--- src/rtl/multicycle_ctrl.sv ---
// Multi-cycle FETCH/DECODE/EXEC/MEM/WB sequencer for the MIPS-subset datapath.
// Shares one memory port via mem_ready, counts retired instructions, traps port hangs.
module multicycle_ctrl #(
  parameter int CNT_WIDTH  = 32,
  parameter int WAIT_LIMIT = 0
) (
  input  logic                 clock,
  input  logic                 reset,
  input  logic [5:0]           Opcode,
  input  logic [5:0]           Function_opcode,
  input  logic                 Zero,
  input  logic                 mem_ready,
  output logic [2:0]           state,
  output logic                 PCWrite,
  output logic [1:0]           PCSource,
  output logic                 IRWrite,
  output logic                 MemRead,
  output logic                 MemWrite,
  output logic                 MemtoReg,
  output logic                 RegWrite,
  output logic [1:0]           RegDST,
  output logic                 ALUSrc,
  output logic [1:0]           ALUOp,
  output logic                 Sftmd,
  output logic                 I_format,
  output logic                 instr_done,
  output logic                 illegal,
  output logic                 bus_error,
  output logic [CNT_WIDTH-1:0] retired
);

  typedef enum logic [2:0] {
    FETCH = 3'd0, DECODE = 3'd1, EXEC = 3'd2, MEM = 3'd3, WB = 3'd4, HALT = 3'd5
  } state_t;

  localparam int WW = (WAIT_LIMIT > 1) ? $clog2(WAIT_LIMIT + 1) : 1;

  state_t        cur, nxt;
  logic [WW-1:0] wait_cnt, wait_inc;
  logic          stalled, timeout;

  logic r_fmt, i_fmt, is_lw, is_sw, is_beq, is_bne, is_j, is_jal, is_jr, is_sft, legal;

  assign r_fmt  = (Opcode == 6'h00);
  assign i_fmt  = (Opcode[5:3] == 3'b001);
  assign is_lw  = (Opcode == 6'h23);
  assign is_sw  = (Opcode == 6'h2B);
  assign is_beq = (Opcode == 6'h04);
  assign is_bne = (Opcode == 6'h05);
  assign is_j   = (Opcode == 6'h02);
  assign is_jal = (Opcode == 6'h03);
  assign is_jr  = r_fmt && (Function_opcode == 6'h08);
  assign is_sft = r_fmt && (Function_opcode == 6'h00 || Function_opcode == 6'h02 ||
                            Function_opcode == 6'h03 || Function_opcode == 6'h04 ||
                            Function_opcode == 6'h06 || Function_opcode == 6'h07);
  assign legal  = r_fmt || i_fmt || is_lw || is_sw || is_beq || is_bne || is_j || is_jal;

  // Hang detection: consecutive no-ready cycles in the two memory-port states
  assign stalled  = (cur == FETCH || cur == MEM) && !mem_ready;
  assign wait_inc = wait_cnt + 1'b1;
  assign timeout  = (WAIT_LIMIT != 0) && stalled && (wait_inc == WW'(WAIT_LIMIT));

  assign state = cur;

  always_comb begin
    nxt        = cur;
    PCWrite    = 1'b0;
    PCSource   = 2'd0;
    IRWrite    = 1'b0;
    MemRead    = 1'b0;
    MemWrite   = 1'b0;
    MemtoReg   = 1'b0;
    RegWrite   = 1'b0;
    RegDST     = 2'd0;
    ALUSrc     = 1'b0;
    ALUOp      = 2'd0;
    Sftmd      = 1'b0;
    I_format   = 1'b0;
    instr_done = 1'b0;
    illegal    = 1'b0;

    if (cur == EXEC || cur == MEM || cur == WB) begin
      ALUOp    = {r_fmt | i_fmt, is_beq | is_bne};
      Sftmd    = is_sft;
      I_format = i_fmt;
      ALUSrc   = i_fmt | is_lw | is_sw;
    end

    case (cur)
      FETCH: begin
        MemRead = 1'b1;
        if (mem_ready) begin
          IRWrite = 1'b1;
          PCWrite = 1'b1;
          nxt     = DECODE;
        end
      end
      DECODE: begin
        if (is_j || is_jal) begin
          PCWrite    = 1'b1;
          PCSource   = 2'd2;
          RegWrite   = is_jal;
          RegDST     = is_jal ? 2'd2 : 2'd0;
          instr_done = 1'b1;
          nxt        = FETCH;
        end else if (is_jr) begin
          PCWrite    = 1'b1;
          PCSource   = 2'd3;
          instr_done = 1'b1;
          nxt        = FETCH;
        end else if (!legal) begin
          illegal    = 1'b1;
          instr_done = 1'b1;
          nxt        = FETCH;
        end else begin
          nxt = EXEC;
        end
      end
      EXEC: begin
        if (is_beq || is_bne) begin
          PCSource   = 2'd1;
          PCWrite    = is_beq ? Zero : !Zero;
          instr_done = 1'b1;
          nxt        = FETCH;
        end else if (is_lw || is_sw) begin
          nxt = MEM;
        end else begin
          nxt = WB;
        end
      end
      MEM: begin
        MemRead  = is_lw;
        MemWrite = is_sw;
        if (mem_ready) begin
          instr_done = is_sw;
          nxt        = is_sw ? FETCH : WB;
        end
      end
      WB: begin
        RegWrite   = 1'b1;
        RegDST     = r_fmt ? 2'd1 : 2'd0;
        MemtoReg   = is_lw;
        instr_done = 1'b1;
        nxt        = FETCH;
      end
      default: nxt = HALT;
    endcase

    if (timeout) nxt = HALT;

    // Reset masks every control so a half-finished memory request is dropped at once
    if (reset) begin
      PCWrite    = 1'b0;
      PCSource   = 2'd0;
      IRWrite    = 1'b0;
      MemRead    = 1'b0;
      MemWrite   = 1'b0;
      MemtoReg   = 1'b0;
      RegWrite   = 1'b0;
      RegDST     = 2'd0;
      ALUSrc     = 1'b0;
      ALUOp      = 2'd0;
      Sftmd      = 1'b0;
      I_format   = 1'b0;
      instr_done = 1'b0;
      illegal    = 1'b0;
    end
  end

  always_ff @(posedge clock) begin
    if (reset) begin
      cur       <= FETCH;
      retired   <= '0;
      bus_error <= 1'b0;
      wait_cnt  <= '0;
    end else begin
      cur <= nxt;
      if (instr_done) retired <= retired + CNT_WIDTH'(1);
      if (timeout) bus_error <= 1'b1;
      wait_cnt <= (stalled && nxt == cur && WAIT_LIMIT != 0) ? wait_inc : '0;
    end
  end

endmodule
--- config.mk ---
export PLATFORM = sky130hd
export DESIGN_NAME = multicycle_ctrl
export DESIGN_NICKNAME = d
export VERILOG_FILES = /design/src/rtl/multicycle_ctrl.sv
export SDC_FILE = /design/constraint.sdc
export NUM_CORES = 1
export LEC_CHECK = 0
export ABC_AREA = 1
export BUFFER_PORTS_ARGS = -buffer_cell sky130_fd_sc_hd__buf_2
export CORE_AREA = 2 2 80 82
export CTS_CLUSTER_DIAMETER = 150
export CTS_CLUSTER_SIZE = 30
export DETAILED_ROUTE_END_ITERATION = 10
export DIE_AREA = 0 0 82 84
export PLACE_DENSITY_LB_ADDON = 0.2
export SKIP_CTS_REPAIR_TIMING = 1
export SYNTH_ARGS = -nofsm -noshare
export SYNTH_HDL_FRONTEND = slang
export SYNTH_SLANG_ARGS = --single-unit
--- constraint.sdc ---
create_clock -name clock -period 1.9 [get_ports clock]
set_clock_uncertainty 0.05 [all_clocks]
set_input_delay 0.19 -clock clock [delete_from_list [all_inputs] [get_ports clock]]
set_output_delay 0.19 -clock clock [all_outputs]
set_load 0.005 [all_outputs]
==> impl_metrics.ini <==
[synth]
syn_area_per_cell_sq_um = 6.16
synth_top_area_cell = dfxtp_1
synthesis.area_sq_um = 2670
synth_nets = 450
synth_top_area_share = 0.263
netlist_instances = 433
ys_async_sr_fraction = 0
synth_edf_count = 0
yosysMostFrequentCell = nand2_1
ys_seq_area_frac = 0.263
yosysWarnings = 0
ys_ff_latch = 35
synth.cells.most_frequent = nand2_1, nor2_1, nand3_1
yosysUniqueCellTypes = 33
ys_top_cells_by_area = dfxtp_1, nand2_1, nor2_1
dominantRegCellSynth = dfxtp_1

[sta]
finalCriticalPeriod_ps = 1890
fin_crit_sh = 0.994
rsz0062_at_grt = yes
fin_hold_ws_ps = 151
slew_violations = 0
fmax_mhz = 530
setup_slack_ps = 11.8
finalSetupViolCount = 0
tns_ps = 0
hold_viol = 0

[clock_tree]
cts_max_level = 2
cts_buffers = 5
cts.sinks = 35
root_buffer = clkbuf_8
cts_tree = done
cts_max_path_buffers = 2
clk_pin_slew_ps = 80
worstSkewPairLatency_ps = 300

[finish]
final_cells = 589
fin_nets = 528
final_cell_area_sq_um = 3310
final_util = 0.543
antenna_cells = 0
drive_above_1_share = 0.264
area_delta_synth_final_pct = 24.1

[pwr]
finalPower_mw = 1.56
p_per_area_nw_per_um2 = 472
peakVddDrop_v = 0.000320
p_leak_nw = 1.38

[grt]
grt_max_degree = 38
grt_overflow = 0
grt_pass1_wl_mm = 12.1
antenna_found_initial = 0
grt_util_all_layers = 0.221
grt_pass1_vias = 2662

[hold_path]
hold_path.class = primary input to flop
min_to = state[2]
holdPathStages = 3
worstHoldStart = mem_ready

[setup_path]
rrSetupSlack_ps = 60
crit_fanout = 8
r2r_start = state[1]
worstSetupPathType = flop to output pin
endpoint_kind = output pin
cp.arrival_ps = 1650
startpoint_type = flop
rr_endpoint = retired[14]
rr_worst_depth = 10
cp.required_ps = 1660

[routing]
vias = 3017
drtIter0Drc = 186
routed_wirelength_mm = 7.64
drc = 0
firstDrtPassIters = 4
viasPerCell = 5.12
wl_per_cell_um = 13.0
ant_nets = 0

[run]
max_cap_viol_count = 0

[floorplan]
die_height_um = 84
std_cell_rows = 29
die_w_um = 82
core-area_sq_um = 6100
start_util = 0.438
dieArea_sq_um = 6890
ios = 69

[placed_design]
place.gp.congestion = 0.996
dp_hpwl_mm = 5.66
pre_cts_ws_ps = 72.8
placed_cells = 573
placed_area_sq_um = 3090
port_buffers = 67

[run_status]
status = complete, no violations
[power breakdown]
group	internal, mW	switching, mW
registers	0.738	0.00645
logic	0.0744	0.129
clock network	0.330	0.286
[logic make-up (layout without fill, tap and decap cells)]
kind of cell             after synthesis  after routing  synth area share
XOR/XNOR                              16             16            0.0525
other                                  1              1           0.00141
AO/OA/AOI/OAI                         45             45             0.103
adder cells (fa/ha/maj)                1              1           0.00469
buffers and inverters                 44            122            0.0816
AND/OR/NAND/NOR                      291            292             0.494
flip-flops                            35             35             0.263
[critical path: stages, from the launching register on]
cell and delay, ps:
dfxtp_4 400, inv_4 50, nor3_4 220, nand4_1 200, nand2_2 140, nor2_4 60
nand2_8 80, nand2_8 70, clkinv_4 60, buf_6 80
[flip-flops by register name, indices dropped and copies added (netlist names)]
signal,cells
retired,32
state,3
[worst max path at each step]
stage / cells past startpoint / end / slack, ps / from
2_1_floorplan: 8 / retired[12] / 190 / retired[0]
3_3_place_gp: 11 / instr_done / 130 / Opcode[2]
3_5_place_dp: 11 / instr_done / 70 / Opcode[2]
4_1_cts: 9 / instr_done / -220 / state[1]
5_1_grt: 9 / instr_done / -110 / state[1]
6_report: 9 / instr_done / 10 / state[1]
[metal layers]
metal | global-route usage | vias to the layer above | share of wire
li1 | - | 1558 | -
met5 | 0 | - | 0
met2 | 0.344 | 69 | 0.47
met4 | 0.0742 | 0 | 0.012
met1 | 0.298 | 1380 | 0.47
met3 | 0.0487 | 10 | 0.048
[final cells by class]
class | instances | area, sq um
Sequential cell | 35 | 707
Multi-Input combinational cell | 355 | 1800
Fill cell | 624 | 2790
Clock buffer | 7 | 96.3
Timing Repair Buffer | 85 | 489
Tap cell | 77 | 96.3
Clock inverter | 1 | 7.51
Inverter | 29 | 116
[cell usage in the layout, fill, tap and decap left out, types with 2 or more instances in the layout]
cell and count:
a21oi_1 25, a21oi_2 10, buf_2 66, buf_4 17, clkbuf_8 7, dfxtp_1 32
dfxtp_2 2, inv_1 23, inv_2 4, nand2_1 136, nand2_2 3, nand2_8 3
nand3_1 41, nand3_2 4, nand3b_1 12, nand4_1 2, nor2_1 75, nor2_2 5
nor2_4 2, nor3_1 4, nor3_4 2, o21ai_0 5, xnor2_1 5, xor2_1 11
Note: power is estimated with default switching activity, not from simulation.
